### src/rtl/mod6_run_controller.sv
`default_nettype none
// +--------------------------------------------------------------------------+
// | Module      : mod6_run_controller                                        |
// | Description : Run sequencer for a modulo-6 counter. Clears the counter,  |
// |               pulses its enable every div+1 clocks, counts full 0..5     |
// |               laps and pulses done once the latched lap target is hit.  |
// |               Optional feature macro: MOD6_RUN_AUTORELOAD_EN (adds the   |
// |               reload input; DONE may restart a run without a new start). |
// | Revision    : 1.0 - initial release                                      |
// +--------------------------------------------------------------------------+
module mod6_run_controller #(
  parameter int DIV_W  = 8,
  parameter int WRAP_W = 4
) (
  input  logic              clk,
  input  logic              reset,
  input  logic              start,
  input  logic              hold,
  input  logic              abort,
`ifdef MOD6_RUN_AUTORELOAD_EN
  input  logic              reload,
`endif
  input  logic [DIV_W-1:0]  div,
  input  logic [WRAP_W-1:0] laps,
  input  logic [2:0]        cnt_q,
  output logic              cnt_en,
  output logic              cnt_clr,
  output logic              busy,
  output logic              paused,
  output logic              done,
  output logic [WRAP_W-1:0] laps_done
);

  typedef enum logic [2:0] {
    S_IDLE  = 3'd0,
    S_CLEAR = 3'd1,
    S_RUN   = 3'd2,
    S_PAUSE = 3'd3,
    S_DONE  = 3'd4
  } state_t;

  localparam logic [WRAP_W-1:0] LAPS_MAX = '1;

  state_t            state, state_nx;
  logic [DIV_W-1:0]  divider, divider_nx, div_l;
  logic [WRAP_W-1:0] laps_l, laps_done_nx, lap_inc;
  logic              tick, accept;

  // The divider reaching the latched rate marks an enable slot.
  assign tick    = (divider == div_l);
  // Lap count saturates at all-ones instead of wrapping.
  assign lap_inc = (laps_done == LAPS_MAX) ? laps_done : laps_done + 1'b1;

  // Next-state and output decode; abort outranks hold, hold outranks the tick.
  always_comb begin
    state_nx     = state;
    divider_nx   = divider;
    laps_done_nx = laps_done;
    accept       = 1'b0;
    cnt_en       = 1'b0;
    cnt_clr      = 1'b0;
    busy         = 1'b0;
    paused       = 1'b0;
    done         = 1'b0;
    case (state)
      S_IDLE: begin
        if (start && !abort) begin
          accept   = 1'b1;
          state_nx = S_CLEAR;
        end
      end
      S_CLEAR: begin
        cnt_clr = 1'b1;
        busy    = 1'b1;
        if (abort) begin
          state_nx = S_IDLE;
        end else begin
          divider_nx   = '0;
          laps_done_nx = '0;
          state_nx     = (laps_l == '0) ? S_DONE : S_RUN;
        end
      end
      S_RUN: begin
        busy = 1'b1;
        if (abort) begin
          cnt_clr  = 1'b1;
          state_nx = S_IDLE;
        end else if (hold) begin
          // Divider is frozen here so the resume continues the same slot.
          state_nx = S_PAUSE;
        end else begin
          cnt_en     = tick;
          divider_nx = tick ? '0 : divider + 1'b1;
          // Out-of-range counter values (6, 7) never count as a lap.
          if (tick && (cnt_q == 3'd5)) begin
            laps_done_nx = lap_inc;
            if (lap_inc == laps_l) begin
              state_nx = S_DONE;
            end
          end
        end
      end
      S_PAUSE: begin
        busy   = 1'b1;
        paused = 1'b1;
        if (abort) begin
          cnt_clr  = 1'b1;
          state_nx = S_IDLE;
        end else if (!hold) begin
          state_nx = S_RUN;
        end
      end
      S_DONE: begin
        done = 1'b1;
`ifdef MOD6_RUN_AUTORELOAD_EN
        state_nx = reload ? S_CLEAR : S_IDLE;
`else
        state_nx = S_IDLE;
`endif
      end
      default: begin
        state_nx = S_IDLE;
      end
    endcase
  end

  // State, divider, lap count and the run settings captured on start.
  always_ff @(posedge clk or negedge reset) begin
    if (!reset) begin
      state     <= S_IDLE;
      divider   <= '0;
      laps_done <= '0;
      div_l     <= '0;
      laps_l    <= '0;
    end else begin
      state     <= state_nx;
      divider   <= divider_nx;
      laps_done <= laps_done_nx;
      if (accept) begin
        div_l  <= div;
        laps_l <= laps;
      end
    end
  end

endmodule
`default_nettype wire
### config.mk
export PLATFORM = sky130hd
export DESIGN_NAME = mod6_run_controller
export DESIGN_NICKNAME = d
export VERILOG_FILES = /design/src/rtl/mod6_run_controller.sv
export SDC_FILE = /design/constraint.sdc
export NUM_CORES = 1
export LEC_CHECK = 0
export ABC_AREA = 1
export BUFFER_PORTS_ARGS = -buffer_cell sky130_fd_sc_hd__buf_2
export CORE_MARGIN = 2
export CORE_UTILIZATION = 40
export DETAILED_ROUTE_END_ITERATION = 10
export GPL_TIMING_DRIVEN = 0
export HOLD_SLACK_MARGIN = 0.06
export PLACE_DENSITY_LB_ADDON = 0.15
export SETUP_SLACK_MARGIN = 0.4
export SLEW_MARGIN = 20
export SYNTH_ARGS = -nofsm -noshare
export SYNTH_HDL_FRONTEND = slang
export SYNTH_SLANG_ARGS = --single-unit
### constraint.sdc
create_clock -name clk -period 1.9 [get_ports clk]
set_input_delay 0.38 -clock clk [delete_from_list [all_inputs] [get_ports clk]]
set_output_delay 0.38 -clock clk [all_outputs]
set_load 0.02 [all_outputs]
==> out/results.txt, run 1 <==
status - finished clean
total CTS buffers - 3
CP Class - reg2out
clk slew on worst S/H paths - 0.11 ns
count leader, synth - nand2_1
Clock Latency Late Sink - 0.28 ns
worst r2r path cells - 10
die area - 0.00465 sq mm
Comb pwr share - 53.5%
crit-path cells - xnor2_1 > nand2_1 > nor2_2 > nand2_2 > nor2_4 > buf_6
CP max FO - 2
Initial Util - 41.5%
Placeable Area - 0.00397 sq mm
area growth from synthesis to layout - 39.8%
RSZ-0062 raised after global routing - yes
CP Launch Point - div_l[4]
Yosys cell types - 32
worst clock skew - 0.00976 ns
nets - 292
Worst EP arrival - 1.42 ns
vias in the first global route - 1419
Post-synth top flop - dfrtp_1
routed vias/inst - 4.83
Period minus WS final - 1.80 ns
htree depth - 1
share of layout cells above drive strength 1 - 42.0%
Max Freq - 556 MHz
Iteration-0 DRC Markers - 63
sequential cell area - 681 sq um
port buffer count - 28
leakage - 1.15 nW
largest net degree at the start of global routing - 28
clock share of power - 13.2%
Post-Syn Area - 0.00165 sq mm
TritonCTS Sinks - 27
first drt pass iteration count - 6
Ys Warns - 0
DRC Markers - 0
drt total wl - 3.98 mm
fin util - 58.0%
required time of the worst setup path - 1.52 ns
switching power total - 1.13 mW
root buf cell - clkbuf_8
DIE WIDTH - 68.2 um
part of the power in registers - 33.3%
Max stage delay on crit path - 0.41 ns
flop2flop setup slack - 0.31 ns
Buf+Inv Stages, Crit Path - 1
Slowest-stage cell, CP - dfrtp_1
Slew @ Worst Pin - 0.649 ns
Max-Cap Viols - 0
CP top delay family - simple AND/OR/NAND/NOR gates
first-pass GRT wire length - 5.95 mm
initial antenna violation count - 0
register area share after synthesis - 41.0%
Reg-to-Reg Start - state[2]
Net Sw Frac - 42.4%
routed via count - 1540
r2r endpoint - divider[6]
peak supply drop - 0.572 mV
DIE HEIGHT - 68.2 um
Final setup viols - 0
Internal - 1.53 mW
EDFF count, synth - 0
Hold Vio Cnt, Final - 0
Mapped Nets - 237
multi-input logic area - 0.00102 sq mm
FFs w/ async S/R, synth - 100%
total grt overflow - 0
cell taking the most area after synthesis - dfrtp_1
GRT Overall Usage - 17.3%
Final Slew Violations - 0
CTS tree - yes
post-route ant nets - 0
CTS max path bufs - 2
number of diodes - 0
Syn Area/Cell - 7.66 sq um
synth cell count leaders - nand2_1, dfrtp_1, inv_1
Synth Instances - 215
WL/cell - 12.5 um
CP Capture Type - output pin
worst hold slack - 0.106 ns
HP Class - in2async
Placer Congestion - 0.815
relative slew slack - 56.7%
final worst-path cycle share - 94.7%
ranking of synthesized cells by area - dfrtp_1, nand2_1, nand3_1, inv_1, nor2_1
DP HPWL - 2.57 mm
# fillers - 384
post-synth top area share - 41.0%
I/O pin total - 29
CP Launch Type - flip-flop
Row Count - 23
number of synthesized register bits - 27
Pwr per Cell Area - 1150 mW/mm^2
-- state kept, by name, summed over array words and instances (netlist names) --
signal	flops
laps_done	4
laps_l	4
divider	8
state	3
div_l	8
-- worst max-delay path by stage --
stage / to / slack, ns / cells past startpoint
after floorplan: state[1] / 0.40 / 13
after global placement: div_l[5] / 0.21 / 6
after detailed placement: div_l[5] / 0.22 / 6
after CTS: cnt_en / 0.09 / 8
after global routing: cnt_en / -0.005 / 6
final: cnt_en / 0.1 / 6
-- placed cells by master (no fill, tap or decap), drive strengths merged --
master,Yosys,routed
inv,26,26
dfrtp,27,27
a21oi,14,14
xnor2,6,6
clkinvlp,0,1
o21ai,10,10
ha,2,2
o31ai,1,1
nor2,27,27
o21a,1,1
nand2,62,62
nor3b,1,1
and3b,1,1
nor3,1,1
o221a,1,1
mux2,5,5
nor4,1,1
o211ai,1,1
nand4,3,3
buf,2,51
nand3,21,22
clkbuf,1,4
clkinv,1,1
-- power groups by stage --
stage / sequential [mW] / combinational [mW] / clock [mW]
2_1_floorplan: 0.879 / 0.774 / 0
3_3_place_gp: 0.894 / 0.979 / 0
3_5_place_dp: 0.898 / 0.992 / 0
4_1_cts: 0.875 / 1.25 / 0.361
5_1_grt: 0.912 / 1.57 / 0.379
6_report: 0.884 / 1.42 / 0.351
-- worst reg2reg max path: stages (launching register included) --
cell	delay [ns]
dfrtp_1	0.43
buf_6	0.14
inv_4	0.06
nand2_4	0.06
nor2_4	0.11
buf_6	0.11
nand2_4	0.05
nand2_4	0.09
buf_8	0.14
nand2_4	0.06
o221a_1	0.24
-- layer usage --
metal / track usage (%) / wire, um / vias to the layer above
met5: 0 / 0 / -
met4: 4.50 / 40 / 0
met3: 2.96 / 101 / 5
met2: 31.2 / 2060 / 24
met1: 21.2 / 1780 / 704
li1: - / - / 807
-- kinds of logic (layout without fill, tap and decap cells) --
| kind of cell | Yosys count | after routing | share of synthesized area (%) |
|---|---|---|---|
| DFF | 27 | 27 | 41.0 |
| AOI/OAI and AO/OA | 28 | 28 | 9.58 |
| adders and majority gates | 2 | 2 | 1.52 |
| xor gates and xnor gates | 6 | 6 | 3.19 |
| and+or+nand+nor | 117 | 118 | 33.4 |
| buffers and inverters | 30 | 83 | 7.90 |
| muxes | 5 | 5 | 3.42 |
-- stage by stage --
stage	total power, mW	instances	instance area, sq um	TNS [ns]	setup slack, ns
after floorplan	1.65	215	1660	0	0.400
after global placement	1.87	293	1860	0	0.215
after detailed placement	1.89	293	1860	0	0.219
after CTS	2.49	313	2110	0	0.0858
after global routing	2.86	319	2300	-0.00515	-0.00515
final	2.66	319	2300	0	0.0999
-- timing repair --
action / in CTS / in global routing
cloned: 0 / 1
pin swaps: 4 / 11
endpoints found under the setup margin: 21 / 27
setup buffers: 16 / 5
gates resized for setup: 28 / 41
hold buffers: 0 / 0
-- layout make-up --
| cell class | count | area share, % |
|---|---|---|
| Multi-Input combinational cell | 159 | 44.3 |
| Sequential cell | 27 | 29.6 |
| Timing Repair Buffer | 49 | 14.9 |
| Inverter | 27 | 4.73 |
| Tap cell | 50 | 2.72 |
| Clock buffer | 3 | 1.79 |
| Buffer | 3 | 1.63 |
| Clock inverter | 1 | 0.326 |
Note: power is estimated with default switching activity, not from simulation.
==> inputs of run 2 (changes only) <==
BUFFER_PORTS_ARGS = unset   (was -buffer_cell sky130_fd_sc_hd__buf_2)
DONT_BUFFER_PORTS = 1   (was unset)
==> run 2 against run 1 <==
Compared with the run above:
- register-to-register slack worse by 0.06 ns
- first-iteration DRC count is 16% lower
- cell count is 7.8% lower
- critical path type unchanged
- largest cell class unchanged
==> out/results.txt, run 2 (synthesized netlist as in run 1, its figures left out) <==
total grt overflow - 0
Final setup viols - 0
routed vias/inst - 4.98
drt total wl - 3.99 mm
fin util - 56.0%
vias in the first global route - 1388
r2r endpoint - state[1]
htree depth - 1
CTS tree - yes
Reg-to-Reg Start - laps_done[0]
clk slew on worst S/H paths - 0.10 ns
leakage - 1.04 nW
flop2flop setup slack - 0.25 ns
clock share of power - 12.6%
CP Capture Type - output pin
CP Class - reg2out
I/O pin total - 29
first drt pass iteration count - 4
HP Class - in2reg
CTS max path bufs - 2
most frequent cells in the layout - nand2_1, inv_1, dfrtp_1
CP max FO - 3
DIE HEIGHT - 68.2 um
top flop regs - div_l x8, divider x8
non-filler instance count after layout - 294
Placer Congestion - 0.763
Pwr per Cell Area - 1210 mW/mm^2
part of the power in registers - 34.1%
Period minus WS final - 1.72 ns
Initial Util - 41.5%
worst r2r path cells - 13
Net Sw Frac - 42.4%
routed via count - 1465
DIE WIDTH - 68.2 um
Max-Cap Viols - 0
RSZ-0062 raised after global routing - yes
required time of the worst setup path - 1.52 ns
Slew @ Worst Pin - 0.529 ns
DRC Markers - 0
setup tns final - 0 ns
Min-Delay Endpoint - laps_l[3]
share of layout cells above drive strength 1 - 37.7%
Hold Vio Cnt, Final - 0
die area - 0.00465 sq mm
number of diodes - 0
Iteration-0 DRC Markers - 53
TritonCTS Sinks - 27
worst hold slack - 0.245 ns
placed insts - 265
switching power total - 1.14 mW
# fillers - 371
port buffer count - 0
Worst EP arrival - 1.34 ns
final worst-path cycle share - 90.3%
peak supply drop - 0.648 mV
Clock Latency Late Sink - 0.28 ns
commonest non-fill, non-tap cell in the layout - nand2_1
Comb pwr share - 53.3%
CP Launch Type - flip-flop
Final Slew Violations - 0
post-route ant nets - 0
initial antenna violation count - 0
Internal - 1.55 mW
area growth from synthesis to layout - 35.0%
Min-Delay Path Depth - 2
largest net degree at the start of global routing - 28
root buf cell - clkbuf_8
Placeable Area - 0.00397 sq mm
relative slew slack - 64.6%
min-delay src - laps[3]
DP HPWL - 2.57 mm
total CTS buffers - 3
worst clock skew - 0.00921 ns
Max Freq - 583 MHz
status - finished clean
nets - 267
first-pass GRT wire length - 5.98 mm
WL/cell - 13.6 um
GRT Overall Usage - 17.7%
Row Count - 23
## run 2: worst max path at each step
stage                       from        to  slack (ns)  depth (start not counted)
global route          divider[2]    cnt_en        0.08                          5
finish                divider[6]    cnt_en        0.18                          5
CTS                   divider[2]    cnt_en        0.14                          5
floorplan           laps_done[0]  state[1]        0.40                         13
detailed placement    divider[3]    cnt_en        0.24                          5
global placement      divider[3]    cnt_en        0.25                          5
## run 2: area by class of cell
class	count	area, sq um	share of cell area, %
Clock inverter	1	5.00	0.225
Buffer	3	37.5	1.69
Clock buffer	3	41.3	1.86
Sequential cell	27	684	30.8
Multi-Input combinational cell	159	1050	47.2
Timing Repair Buffer	24	231	10.4
Tap cell	50	62.6	2.82
Inverter	27	111	5.01
## run 2: power by group through the flow
| stage | Clock [mW] | Sequential, mW | Combinational [mW] |
|---|---|---|---|
| final | 0.340 | 0.917 | 1.43 |
| after floorplan | 0 | 0.879 | 0.774 |
| after detailed placement | 0 | 0.913 | 0.912 |
| after global placement | 0 | 0.911 | 0.900 |
| after CTS | 0.353 | 0.912 | 1.17 |
| after global routing | 0.376 | 0.946 | 1.59 |
## run 2: repair_timing
action | in CTS | in global routing
endpoints found under the setup margin | 23 | 22
setup buffers | 13 | 8
gates resized for setup | 33 | 37
hold buffers | 2 | 0
pin swaps | 11 | 18
hold endpoints to repair | 27 | 0
cloned | 0 | 2
## run 2: metrics by stage
stage	worst slack [ns]	instance area, sq um	power [mW]
global placement	0.245	1720	1.81
detailed placement	0.242	1720	1.82
global route	0.0829	2220	2.91
CTS	0.142	2000	2.43
floorplan	0.400	1660	1.65
finish	0.185	2220	2.69
## run 2: critical path: stages, from the launching register on
cell,delay [ns]
dfrtp_1,0.41
xnor2_1,0.16
nand2_1,0.08
nor2_2,0.15
nand2_2,0.10
nor2_4,0.16
## run 2: layer usage
metal  global-route usage (%)  wire, um  vias up
li1                         -         -      759
met1                     20.9      1710      679
met2                     32.0      2090       23
met3                     3.95       146        4
met4                     5.00        42        0
met5                        0         0        -
==> inputs of run 3 (changes only) <==
CELL_PAD_IN_SITES_DETAIL_PLACEMENT = 0   (was unset)
CELL_PAD_IN_SITES_GLOBAL_PLACEMENT = 1   (was unset)
==> run 3 against run 2 <==
Compared with the run above:
- sequential share of layout area up 1.1 points
- clock power down 3%
- clock skew down 0.0068 ns
- critical endpoint unchanged
- largest power group unchanged
- via count up 1.6%
- combinational power down 4%
- total power down 2.8%
- global-route usage up 0.28 points
- flip-flop and latch count unchanged
- hold slack better by 0.0077 ns
==> out/results.txt, run 3 (synthesized netlist as in run 1, its figures left out) <==
Placer Congestion - 0.788
part of the power in registers - 34.8%
peak supply drop - 0.452 mV
final worst-path cycle share - 93.2%
root buf cell - clkbuf_8
most frequent cells in the layout - nand2_1, inv_1, dfrtp_1
routed via count - 1489
initial antenna violation count - 0
CTS tree - yes
Final setup viols - 0
GRT Overall Usage - 18.0%
Iteration-0 DRC Markers - 75
commonest non-fill, non-tap cell in the layout - nand2_1
WL/cell - 13.4 um
Initial Util - 41.5%
total grt overflow - 0
RSZ-0062 raised after global routing - yes
clk slew on worst S/H paths - 0.09 ns
CP Launch Type - flip-flop
Pwr per Cell Area - 1220 mW/mm^2
Slew @ Worst Pin - 0.448 ns
total CTS buffers - 3
switching power total - 1.12 mW
Reg-to-Reg Start - laps_done[0]
top flop regs - div_l x8, divider x8
Hold Vio Cnt, Final - 0
Worst EP arrival - 1.39 ns
DP HPWL - 2.67 mm
Min-Delay Path Depth - 1
worst r2r path cells - 12
r2r endpoint - state[1]
area growth from synthesis to layout - 30.2%
clock share of power - 12.7%
vias in the first global route - 1441
Net Sw Frac - 42.7%
first drt pass iteration count - 4
required time of the worst setup path - 1.52 ns
status - finished clean
multi-input logic area - 0.00102 sq mm
Period minus WS final - 1.77 ns
number of diodes - 0
I/O pin total - 29
share of layout cells above drive strength 1 - 34.7%
Max-Cap Viols - 0
port buffer count - 0
routed vias/inst - 5.10
DIE WIDTH - 68.2 um
largest net degree at the start of global routing - 28
flop2flop setup slack - 0.23 ns
TritonCTS Sinks - 27
Final Slew Violations - 0
# fillers - 392
Comb pwr share - 52.5%
htree depth - 1
leakage - 1.03 nW
post-route ant nets - 0
worst clock skew - 0.00237 ns
HP Class - in2reg
Internal - 1.50 mW
CP max FO - 2
Row Count - 23
DRC Markers - 0
fin util - 54.0%
Min-Delay Endpoint - div_l[6]
Power Total - 2.61 mW
Max Freq - 564 MHz
first-pass GRT wire length - 6.27 mm
nets - 265
DIE HEIGHT - 68.2 um
drt total wl - 3.93 mm
setup tns final - 0 ns
CP Capture Type - output pin
min-delay src - div[6]
Placeable Area - 0.00397 sq mm
CP Class - reg2out
Clock Latency Late Sink - 0.27 ns
die area - 0.00465 sq mm
sequential cell area - 683 sq um
CTS max path bufs - 2
relative slew slack - 70.1%
==> run 3: what timing repair did <==
action	CTS	global route
hold endpoints to repair	27	0
cloned	0	0
setup endpoints to repair	23	25
setup buffers	15	6
pin swaps	10	10
hold buffers	2	0
gates resized for setup	33	23
==> run 3: per-stage QoR <==
stage	hold slack (ns)	setup slack, ns	cells	instance area [sq um]
after global routing	0.240	0.0335	292	2140
final	0.253	0.128	292	2140
after floorplan	0.0844	0.400	215	1660
after global placement	0.0850	0.258	265	1720
after CTS	0.249	0.155	286	2020
after detailed placement	0.0850	0.253	265	1720
==> run 3: per-layer routing <==
| metal | share of wire [%] | GRT usage, % | vias to the layer above |
|---|---|---|---|
| met3 | 3.2 | 2.47 | 2 |
| met1 | 42 | 21.1 | 709 |
| met4 | 0.64 | 3.75 | 0 |
| li1 | - | - | 751 |
| met2 | 54 | 34.5 | 27 |
| met5 | 0 | 0 | - |
==> run 3: power groups by stage <==
stage | logic (mW) | registers (mW) | clock network, mW
finish | 1.37 | 0.909 | 0.331
global route | 1.53 | 0.935 | 0.361
CTS | 1.19 | 0.921 | 0.343
detailed placement | 0.909 | 0.920 | 0
global placement | 0.892 | 0.909 | 0
floorplan | 0.774 | 0.879 | 0
==> run 3: worst max path at each step <==
stage	start	to	slack (ns)	depth (start not counted)
final	div_l[6]	cnt_en	0.13	5
after floorplan	laps_done[0]	state[1]	0.40	13
after detailed placement	laps_done[0]	state[1]	0.25	11
after CTS	divider[6]	cnt_en	0.15	5
after global placement	laps_done[0]	state[1]	0.26	11
after global routing	div_l[6]	cnt_en	0.03	5
==> run 3: final cells by class <==
cell class | count | share of cell area (%)
multi-input cells | 158 | 47.6
repair buffers | 23 | 9.11
well taps | 50 | 2.92
inverters | 27 | 4.96
flip-flops and latches | 27 | 31.9
plain buffers | 3 | 1.46
clock buffers | 4 | 2.10
==> run 3: critical path: stages, from the launching register on <==
cell and delay [ns]:
dfrtp_1 0.42, xnor2_1 0.22, nand2_1 0.12, nor2_4 0.11, nand2_2 0.09, nor2_4 0.16
